File: src/rtl/logic_pkg.sv
// ---------------------------------------------------------------------------
// logic_pkg
// Shared definitions for the 64-bit registered logic unit and its dispatch
// front end.
//   LOGIC_W    : operand / result width
//   LOGIC_LAT  : clock edges from ctrl/op1/op2 to a registered dst
//   LOGIC_*    : 2-bit operation encodings on the unit's ctrl input
//   logic_eval : combinational reference for what the unit computes; the
//                unit registers this value once per clock
// ---------------------------------------------------------------------------
package logic_pkg;

  localparam int LOGIC_W   = 64;
  localparam int LOGIC_LAT = 1;

  localparam logic [1:0] LOGIC_NOT = 2'b00;
  localparam logic [1:0] LOGIC_AND = 2'b01;
  localparam logic [1:0] LOGIC_OR  = 2'b10;
  localparam logic [1:0] LOGIC_XOR = 2'b11;

  // Result of one logic unit operation. NOT ignores b.
  function automatic logic [LOGIC_W-1:0] logic_eval(
    input logic [1:0]         op,
    input logic [LOGIC_W-1:0] a,
    input logic [LOGIC_W-1:0] b
  );
    logic [LOGIC_W-1:0] r;
    r = '0;
    case (op)
      LOGIC_NOT: r = ~a;
      LOGIC_AND: r = a & b;
      LOGIC_OR:  r = a | b;
      LOGIC_XOR: r = a ^ b;
      default:   r = '0;
    endcase
    return r;
  endfunction

endpackage

File: src/rtl/logic_rsp_fifo.sv
// ---------------------------------------------------------------------------
// logic_rsp_fifo
// In-order, first-word-fall-through response FIFO. The head entry is always
// visible on head_data, so a consumer can take it the same cycle it appears.
// Ports:
//   clk, rst   : clock, asynchronous active-high reset (clears storage too)
//   push       : write push_data at the tail
//   push_data  : entry to store (W bits)
//   pop        : drop the head entry (ignored when empty)
//   head_data  : current head entry
//   count      : number of stored entries, 0..DEPTH
//   empty      : count == 0
// ---------------------------------------------------------------------------
module logic_rsp_fifo #(
  parameter int DEPTH = 4,
  parameter int W     = 68
) (
  input  logic                       clk,
  input  logic                       rst,
  input  logic                       push,
  input  logic [W-1:0]               push_data,
  input  logic                       pop,
  output logic [W-1:0]               head_data,
  output logic [$clog2(DEPTH):0]     count,
  output logic                       empty
);

  localparam int AW = $clog2(DEPTH);
  localparam int CW = AW + 1;

  logic [W-1:0]  mem [DEPTH];
  logic [AW-1:0] wr_ptr;
  logic [AW-1:0] rd_ptr;
  logic          full;
  logic          do_push;
  logic          do_pop;

  assign empty = (count == '0);
  assign full  = (count == CW'(DEPTH));

  // A pop only happens when there is something to pop. A push into a full
  // FIFO is allowed only when the head leaves on the same edge, which frees
  // exactly the slot the write pointer is sitting on.
  assign do_pop  = pop && !empty;
  assign do_push = push && (!full || do_pop);

  // Storage, pointers and count. Pointers are log2(DEPTH) bits and wrap on
  // their own because DEPTH is a power of two. Storage is cleared on reset
  // so the head reads as zero after reset rather than a stale result.
  always_ff @(posedge clk or posedge rst) begin
    if (rst) begin
      for (int i = 0; i < DEPTH; i++) mem[i] <= '0;
      wr_ptr <= '0;
      rd_ptr <= '0;
      count  <= '0;
    end else begin
      if (do_push) begin
        mem[wr_ptr] <= push_data;
        wr_ptr      <= wr_ptr + AW'(1);
      end
      if (do_pop) rd_ptr <= rd_ptr + AW'(1);
      case ({do_push, do_pop})
        2'b10:   count <= count + CW'(1);
        2'b01:   count <= count - CW'(1);
        default: count <= count;
      endcase
    end
  end

  assign head_data = mem[rd_ptr];

  // The dispatch credit scheme should make this impossible; if it fires, a
  // result has been lost.
  push_on_full: assert property (@(posedge clk) disable iff (rst)
    !(push && full && !pop));

endmodule

File: src/rtl/logic_dispatch.sv
// ---------------------------------------------------------------------------
// logic_dispatch
// Request-side front end for the registered 64-bit logic unit. Takes tagged
// requests, drives the unit from registers, follows each op through the
// unit's latency and queues {dst, tag} in an in-order response FIFO. Credits
// (ops in flight + queued entries) gate req_ready so no result is dropped.
// Ports:
//   clk, rst                 : clock, asynchronous active-high reset
//   req_valid/req_ready      : request handshake
//   req_op, req_a, req_b     : operation and operands
//   req_tag                  : opaque tag returned with the result
//   lu_ctrl, lu_op1, lu_op2  : registered drive into the logic unit
//   lu_dst                   : registered result from the logic unit
//   rsp_valid/rsp_ready      : response handshake
//   rsp_data, rsp_tag        : head-of-queue result and its tag
//   busy                     : anything in flight or queued
//   ops_done                 : responses consumed, wraps at 2^32
// ---------------------------------------------------------------------------
module logic_dispatch
  import logic_pkg::*;
#(
  parameter int DEPTH = 4,
  parameter int TAG_W = 4
) (
  input  logic               clk,
  input  logic               rst,
  input  logic               req_valid,
  output logic               req_ready,
  input  logic [1:0]         req_op,
  input  logic [LOGIC_W-1:0] req_a,
  input  logic [LOGIC_W-1:0] req_b,
  input  logic [TAG_W-1:0]   req_tag,
  output logic [1:0]         lu_ctrl,
  output logic [LOGIC_W-1:0] lu_op1,
  output logic [LOGIC_W-1:0] lu_op2,
  input  logic [LOGIC_W-1:0] lu_dst,
  output logic               rsp_valid,
  input  logic               rsp_ready,
  output logic [LOGIC_W-1:0] rsp_data,
  output logic [TAG_W-1:0]   rsp_tag,
  output logic               busy,
  output logic [31:0]        ops_done
);

  // One stage for the issue registers plus one per edge of unit latency.
  localparam int STAGES = 1 + LOGIC_LAT;
  localparam int AW     = $clog2(DEPTH);
  localparam int CW     = AW + 1;
  localparam int OW     = CW + 1;
  localparam int EW     = LOGIC_W + TAG_W;

  logic [STAGES-1:0] vpipe;
  logic [TAG_W-1:0]  tagpipe [STAGES];
  logic              accept;
  logic              pop;
  logic [CW-1:0]     fifo_count;
  logic              fifo_empty;
  logic [EW-1:0]     fifo_head;
  logic [OW-1:0]     occupancy;

  assign accept = req_valid && req_ready;
  assign pop    = rsp_valid && rsp_ready;

  // Credits: every op that has been accepted and not yet consumed holds a
  // slot. Only registered state feeds this, so req_ready never combinationally
  // follows req_valid or rsp_ready, and a pop frees its slot one cycle later.
  always_comb begin
    occupancy = OW'(fifo_count);
    for (int i = 0; i < STAGES; i++) occupancy = occupancy + OW'(vpipe[i]);
  end

  assign req_ready = (occupancy < OW'(DEPTH));

  // Issue registers into the logic unit. They only move on an accept so the
  // unit's inputs stay quiet between requests.
  always_ff @(posedge clk or posedge rst) begin
    if (rst) begin
      lu_ctrl <= '0;
      lu_op1  <= '0;
      lu_op2  <= '0;
    end else if (accept) begin
      lu_ctrl <= req_op;
      lu_op1  <= req_a;
      lu_op2  <= req_b;
    end
  end

  // Valid/tag shift that shadows the op through the issue register and the
  // unit's internal result register. When the last stage is valid, lu_dst
  // holds that op's result and it is written into the FIFO on this edge.
  always_ff @(posedge clk or posedge rst) begin
    if (rst) begin
      vpipe <= '0;
      for (int i = 0; i < STAGES; i++) tagpipe[i] <= '0;
    end else begin
      vpipe <= {vpipe[STAGES-2:0], accept};
      if (accept) tagpipe[0] <= req_tag;
      for (int i = 1; i < STAGES; i++) tagpipe[i] <= tagpipe[i-1];
    end
  end

  logic_rsp_fifo #(
    .DEPTH (DEPTH),
    .W     (EW)
  ) u_rsp_fifo (
    .clk       (clk),
    .rst       (rst),
    .push      (vpipe[STAGES-1]),
    .push_data ({lu_dst, tagpipe[STAGES-1]}),
    .pop       (pop),
    .head_data (fifo_head),
    .count     (fifo_count),
    .empty     (fifo_empty)
  );

  assign rsp_valid = !fifo_empty;
  assign rsp_data  = fifo_head[EW-1:TAG_W];
  assign rsp_tag   = fifo_head[TAG_W-1:0];
  assign busy      = (|vpipe) || (fifo_count != '0);

  // Consumed-response counter; the add is unconditional and simply wraps.
  always_ff @(posedge clk or posedge rst) begin
    if (rst) ops_done <= '0;
    else     ops_done <= ops_done + 32'(pop);
  end

endmodule

File: config.mk
export PLATFORM = sky130hd
export DESIGN_NAME = logic_dispatch
export DESIGN_NICKNAME = d
export VERILOG_FILES = /design/src/rtl/logic_pkg.sv /design/src/rtl/logic_rsp_fifo.sv /design/src/rtl/logic_dispatch.sv
export SDC_FILE = /design/constraint.sdc
export NUM_CORES = 1
export LEC_CHECK = 0
export ABC_CLOCK_PERIOD_IN_PS = 37600
export BUFFER_PORTS_ARGS = -buffer_cell sky130_fd_sc_hd__buf_4
export CAP_MARGIN = 0
export CORE_MARGIN = 3
export CORE_UTILIZATION = 30
export CTS_BUF_LIST = sky130_fd_sc_hd__clkbuf_4 sky130_fd_sc_hd__clkbuf_8
export DETAILED_ROUTE_END_ITERATION = 8
export HOLD_SLACK_MARGIN = 0.02
export PLACE_DENSITY_LB_ADDON = 0.12
export SKIP_LAST_GASP = 1
export SLEW_MARGIN = 10
export SYNTH_ARGS = -nofsm -noshare
export SYNTH_HDL_FRONTEND = slang
export SYNTH_SLANG_ARGS = --single-unit
File: constraint.sdc
create_clock -name clk -period 37.6 [get_ports clk]
set_input_delay 5.64 -clock clk [delete_from_list [all_inputs] [get_ports clk]]
set_output_delay 5.64 -clock clk [all_outputs]
set_load 0.01 [all_outputs]
==> summary.md, run 1 <==
| Metric | Value |
|---|---|
| Outcome | finished clean |
| Critical path peak fanout | 40 |
| Switching Fraction | 31.3% |
| Hold endpoint | tagpipe[1] |
| Slew of the pin with the lowest slew margin | 1.15 ns |
| Met2 Resource Use GR | 25.7% |
| Final ANT Viol Nets | 0 |
| Synthesis warning total | 0 |
| Final setup fails | 0 |
| GRT Residual Overflow | 0 |
| Global-route wire length before repair | 78900 µm |
| Placed wire-length estimate | 34200 µm |
| CTS clock-pin slew for the worst setup and hold paths | 0.06 ns |
| Post-Route WL | 51100 µm |
| Yosys reg bits | 451 |
| R2r startpoint | u_rsp_fifo.count[0] |
| Syn Nets | 1320 |
| Post-Syn Area | 18700 µm² |
| Syn Inst Count | 1109 |
| Pwr Density | 91.4 nW/µm² |
| CTS tree | done |
| Top cells by area, synth | dfrtp_1 60%, mux2_2 24%, mux4_2 8.2% |
| PortBufs | 434 |
| Cell leakage power | 0.0112 µW |
| Synth cell types | 33 |
| Mean area per synthesized cell | 16.9 µm² |
| Largest net degree at the start of global routing | 172 |
| Worst Setup SP | u_rsp_fifo.rd_ptr[0] |
| Layout cells sized above 1 | 65.9% |
| Ys async rst share | 100% |
| Net count reported at finish | 1792 |
| CTS Buffer Depth | 3 |
| CTS root buf | clkbuf_8 |
| Period Utilization, post-route | 23.4% |
| Drt pass-1 iters | 4 |
| Top cells by instance count after synthesis | 451 x dfrtp_1, 406 x mux2_2, 68 x mux4_2 |
| Endpoint type of the worst setup path | output port |
| Die Area | 65300 µm² |
| Area growth from synthesis to layout | 31.3% |
| Die H | 256 µm |
| Top-area cell type share of the netlist area | 60.4% |
| Net Switching | 702 µW |
| Vias per inst | 4.63 |
| Routed vias | 11400 |
| Most used standard cell by instance count after synthesis | dfrtp_1 |
| Minimum clock period | 8.78 ns |
| DRC | 0 |
| Reg2Reg Depth | 7 |
| Reg-to-Reg End | lu_op1[11] |
| Met3 Use GR | 6.46% |
| Row count | 90 |
| Required time of the critical path | 31.96 ns |
| Max Cap Viol | 0 |
| Met1 GRT Util | 19.0% |
| Die X | 256 µm |
| Primary FF master, synth | dfrtp_1 |
| CTS Buf Count | 84 |
| Hold path depth | 0 |
| Clk_skew | 0.0168 ns |
| Logic pwr share | 39.4% |
| Setup CP Type | flop to output port |
| Arrival @ worst endpoint | 3.14 ns |
| Io pins | 435 |
| CORE AREA | 61000 µm² |
| Initial antenna violation count | 3 |
| Cts repair resizes | 0 |
| Vias in the first global route | 12800 |
| Min-delay src | tagpipe[5] |
| Iter 0 DRT Violations | 413 |
| Hold buffer count at CTS | 0 |
| FMAX | 0.114 GHz |
| Slew HR | 23.6% |
| Number of enable flip-flop cells after synthesis | 0 |
| CP Launch Type | flop |
| Avg WL per Cell | 20.7 µm |
| Busiest layer in global routing | met2 |
| Power Internal | 1540 µW |
| Fin util | 40.2% |
| Leading area contributor after synthesis | dfrtp_1 |
| Register area share after synthesis | 60.4% |
| Final worst slack | 28.82 ns |
| Flop2flop setup slack | 33.75 ns |
| RSZ-0062 raised after global routing | no |
| Final Slew Violations | 0 |
| Fin. Hold Viols | 0 |
| RD Place Congestion | 0.765 |
| Worst-skew pair later-pin latency | 0.62 ns |
| Setup TNS | 0 ns |
| CTS Sinks | 451 |
| Min-delay worst type | flop to flop |
| GRT Overall Usage | 15.6% |
| DP Worst Slack | 29.34 ns |
| CTS H-tree lvls | 3 |
| Post-CTS setup buffer count | 0 |
| Clk pwr share | 22.3% |
| Initial core utilization | 30.6% |
| Peak supply drop | 0.0525 mV |
| Flop pwr share | 38.3% |
## cells in the final DEF, fill, tap and decap left out, types with 2 or more instances in the layout
| cell type | netlist | layout |
|---|---|---|
| mux4_2 | 68 | 68 |
| mux2_2 | 406 | 406 |
| and3_1 | 4 | 4 |
| nor2_1 | 5 | 5 |
| bufinv_16 | 0 | 2 |
| clkbuf_8 | 0 | 108 |
| dfrtp_1 | 451 | 449 |
| nand2_1 | 11 | 11 |
| dfrtp_4 | 0 | 2 |
| inv_1 | 11 | 10 |
| nor4b_4 | 2 | 2 |
| nand2_4 | 0 | 4 |
| ha_1 | 8 | 8 |
| buf_4 | 6 | 445 |
| nand3_1 | 13 | 13 |
| xor2_1 | 8 | 8 |
| and2_1 | 5 | 4 |
| nand4_1 | 10 | 10 |
| xnor2_1 | 28 | 28 |
| clkinv_2 | 0 | 9 |
| or3_1 | 2 | 2 |
| clkbuf_4 | 0 | 27 |
## worst max-delay path by stage
stage | end | slack, ns
finish | rsp_data[63] | 28.82
global route | rsp_data[63] | 28.48
CTS | rsp_data[5] | 28.60
detailed placement | rsp_data[5] | 29.34
global placement | rsp_data[5] | 29.37
floorplan | lu_ctrl[0] | 19.39
## final cells by class
type	count	area, µm²
well taps	828	1040
inverters	11	48.8
repair buffers	446	3360
fillers	5831	36500
clock inverters	12	113
diodes	1	2.50
flip-flops and latches	451	11300
multi-input cells	587	7010
clock buffers	135	1690
## per-stage QoR
stage                     hold slack, ns  cells  total power (µW)  instance area (µm²)
after detailed placement           0.363   2323              1770                22700
after CTS                          0.372   2470              2290                24500
final                              0.369   2471              2240                24600
after global placement             0.358   2323              1750                22700
after floorplan                    0.350   1109              1370                18700
after global routing               0.385   2471              2390                24600
## per-layer routing
layer | share of wire (%) | vias to the layer above
met1 | 41 | 5961
met5 | 0.053 | -
met3 | 8.4 | 91
li1 | - | 5019
met4 | 2.0 | 4
met2 | 49 | 356
## critical path, cell delays in order, from the launching register on
cell and delay [ns]:
dfrtp_4 0.86, buf_4 0.77, mux4_2 0.62, buf_4 0.16
## logic make-up after synthesis
| group | share of synthesized area, % |
|---|---|
| AOI/OAI and AO/OA | 0.154 |
| xor gates and xnor gates | 1.69 |
| muxes | 32.7 |
| adders and majority gates | 0.643 |
| and+or+nand+nor | 2.19 |
| DFF | 60.4 |
| buffers and inverters | 2.26 |
## registers in the layout, indices dropped and copies added (netlist names)
register,count
lu_ctrl,2
u_rsp_fifo.rd_ptr,2
lu_op2,64
vpipe,2
u_rsp_fifo.wr_ptr,2
u_rsp_fifo.mem,272
tagpipe,8
ops_done,32
u_rsp_fifo.count,3
lu_op1,64
## power groups by stage
stage               combinational (µW)  clock, µW  sequential, µW
floorplan                          519          0             848
global placement                   892          0             863
detailed placement                 905          0             865
CTS                                905        524             861
global route                       951        547             889
finish                             883        501             858
Power figures use the tool's default switching activity.
==> run 2: changes to the inputs <==
--- a/config.mk
+++ b/config.mk
@@ -5,7 +5,7 @@
 export SDC_FILE = /design/constraint.sdc
 export NUM_CORES = 1
 export LEC_CHECK = 0
-export ABC_CLOCK_PERIOD_IN_PS = 37600
+export ABC_CLOCK_PERIOD_IN_PS = 7300
 export BUFFER_PORTS_ARGS = -buffer_cell sky130_fd_sc_hd__buf_4
 export CAP_MARGIN = 0
 export CORE_MARGIN = 3
==> constraint.sdc (replaced) <==
create_clock -name clk -period 7.3 [get_ports clk]
set_input_delay 1.095 -clock clk [delete_from_list [all_inputs] [get_ports clk]]
set_output_delay 1.095 -clock clk [all_outputs]
set_load 0.01 [all_outputs]
==> run 2 against run 1 <==
  * Setup slack lost 26 ns
  * Via count shrank 0.79%
  * Critical endpoint is now rsp_data[60]
  * Clock skew grew 0.0066 ns
  * Critical path depth is the same
  * Worst hold slack gained 0.011 ns
  * Register-to-register slack lost 29 ns
  * Cell area is the same
  * Critical path type unchanged
  * First-iteration DRC count grew 19%
  * Die area is the same
  * Total power grew to 5.1 times the previous value
  * Clock power grew to 5.1 times the previous value
  * Cell count grew 0.16%
==> summary.md, run 2 (same netlist as run 1, synthesis figures left out) <==
| Metric | Value |
|---|---|
| Post-Route WL | 50700 µm (-0.75%) |
| Cts repair resizes | 0 (unchanged) |
| Fin util | 40.2% (unchanged) |
| Setup CP Type | flop to output port |
| Placed wire-length estimate | 34000 µm (-0.56%) |
| GRT Residual Overflow | 0 (unchanged) |
| DP Worst Slack | 3.55 ns (-25.79 ns) |
| Logic pwr share | 39.5% (about the same) |
| Critical path's top delay family | flip-flops |
| Post-Layout Cell Count | 2475 (+0.16%) |
| Area growth from synthesis to layout | 31.3% (unchanged) |
| Drt pass-1 iters | 4 (unchanged) |
| Hold buffer count at CTS | 0 (unchanged) |
| Fin. Hold Viols | 0 (unchanged) |
| Required time of the critical path | 6.20 ns (-25.76 ns) |
| Hold slack | 0.380 ns (+0.0111 ns) |
| Post-CTS setup buffer count | 0 (unchanged) |
| Outcome | finished clean |
| CTS Buf Count | 84 (unchanged) |
| Switching Fraction | 31.5% (+0.18 points) |
| Initial core utilization | 30.6% (unchanged) |
| Slew of the pin with the lowest slew margin | 1.06 ns (-0.0841 ns) |
| Biggest registers after layout | u_rsp_fifo.mem (272), lu_op1 (64), lu_op2 (64) |
| Arrival @ worst endpoint | 3.18 ns (+0.04 ns) |
| Iter 0 DRT Violations | 490 (+19%) |
| Minimum clock period | 4.28 ns |
| RSZ-0062 raised after global routing | no |
| CTS tree | done |
| Routed vias | 11300 (-0.79%) |
| Cell leakage power | 0.0112 µW (-0.10%) |
| Final Slew Violations | 0 (unchanged) |
| Io pins | 435 (unchanged) |
| Avg WL per Cell | 20.5 µm (-0.91%) |
| CP max-delay cell | dfrtp_4 |
| Critical path peak fanout | 42 (+5.0%) |
| PortBufs | 434 (unchanged) |
| Max FFs per register | 272 (unchanged) |
| Net Switching | 3630 µW (+420%) |
| CTS H-tree lvls | 3 (unchanged) |
| Clk_skew | 0.0234 ns (+0.00661 ns) |
| Pwr Density | 469 nW/µm² (+410%) |
| Final setup fails | 0 (unchanged) |
| CORE AREA | 61000 µm² (unchanged) |
| Min-delay worst type | flop to flop |
| Slew HR | 29.2% (+5.6 points) |
| CTS Sinks | 451 (unchanged) |
| Row count | 90 (unchanged) |
| Worst-skew pair later-pin latency | 0.65 ns (+0.03 ns) |
| Register name with the most flops | u_rsp_fifo.mem |
| Largest net degree at the start of global routing | 178 (+3.5%) |
| Max Cap Viol | 0 (unchanged) |
| Flop pwr share | 38.5% (+0.2 points) |
| Peak supply drop | 0.224 mV (+330%) |
| Most used cell along the critical path | buf_4 |
| Power Internal | 7900 µW (+410%) |
| Most common cell after layout, fill and taps aside | dfrtp_1 |
| CTS Buffer Depth | 3 (unchanged) |
| DRC | 0 (unchanged) |
| Die Area | 65300 µm² (unchanged) |
| CTS clock-pin slew for the worst setup and hold paths | 0.06 ns (about the same) |
| GRT Overall Usage | 15.6% (-0.028 points) |
| Initial antenna violation count | 6 (+3) |
| Period Utilization, post-route | 58.6% |
| Final worst slack | 3.02 ns (-25.79 ns) |
| CTS root buf | clkbuf_8 |
| CP Launch Type | flop |
| Die X | 256 µm (unchanged) |
| RD Place Congestion | 0.808 (+5.6%) |
| Global-route wire length before repair | 79000 µm (about the same) |
| Inst Count DP | 2324 (+0.043%) |
| FMAX | 0.234 GHz |
| Most frequent cells in the layout | 449 x dfrtp_1, 445 x buf_4, 406 x mux2_2 |
| Critical Path, Cell by Cell | buf_4, mux4_2, buf_4 |
| FILL cells | 5783 (-0.82%) |
| Final ANT Viol Nets | 0 (unchanged) |
| Vias in the first global route | 12800 (+0.38%) |
| Vias per inst | 4.58 (-0.95%) |
| Net count reported at finish | 1793 (+0.056%) |
| Clk pwr share | 22.0% (-0.3 points) |
| Layout cells sized above 1 | 65.9% (about the same) |
| Worst path bufs/invs | 2 (unchanged) |
| Endpoint type of the worst setup path | output port |
| Crit-path max cell delay | 1.04 ns (+0.18 ns) |
| Die H | 256 µm (unchanged) |
| Setup TNS | 0 ns (unchanged) |
[run 2: cell types whose count changed in the layout (fill, tap and decap cells not counted)]
cell	before	now
clkbuf_8	108	109
clkbuf_4	27	23
clkinvlp_4	1	3
clkinv_2	9	12
inv_8	1	0
buf_12	1	2
diode_2	1	4
bufinv_16	2	1
[run 2: metal layers]
metal | part of all wire (%) | GRT usage (%) | up-vias
li1 | - | - | 5022
met1 | 42 | 19.3 | 5850
met2 | 47 | 24.5 | 353
met3 | 8.6 | 6.66 | 108
met4 | 3.0 | 5.27 | 8
met5 | 0.11 | 0 | -
[run 2: final cells by class]
class                      instances  area (µm²)  area share, %
multi-input combinational        587        7010           28.5
tap                              828        1040           4.22
clock inverter                    15         105          0.428
antenna                            4        10.0         0.0408
inverter                          11        45.0          0.183
clock buffer                     132        1670           6.81
timing repair buffer             447        3380           13.8
sequential                       451       11300           46.0
[run 2: final timing paths]
| check | from | endpoint | slack (ns) | depth (start not counted) |
|---|---|---|---|---|
| min | tagpipe[7] | tagpipe[3] | 0.38 | 0 |
| min in group asynchronous | rst | lu_op1[7] | 0.44 | 2 |
| max reg2reg | u_rsp_fifo.count[0] | u_rsp_fifo.mem[115] | 4.46 | 4 |
| max | u_rsp_fifo.rd_ptr[0] | rsp_data[60] | 3.02 | 3 |
| min reg2reg | tagpipe[7] | tagpipe[3] | 0.38 | 0 |
| max in group asynchronous | rst | u_rsp_fifo.mem[7] | 5.03 | 4 |
[run 2: metrics by stage]
stage                     area, µm²  total power [µW]
after floorplan               18700              7040
after global placement        22800              9070
after detailed placement      22800              9140
after CTS                     24500             11800
after global routing          24500             12300
final                         24600             11500
[run 2: power groups by stage]
stage	Sequential (µW)	Combinational (µW)	Clock, µW
3_3_place_gp	4460	4610	0
2_1_floorplan	4370	2670	0
5_1_grt	4610	4910	2770
6_report	4430	4550	2540
3_5_place_dp	4470	4680	0
4_1_cts	4450	4690	2660
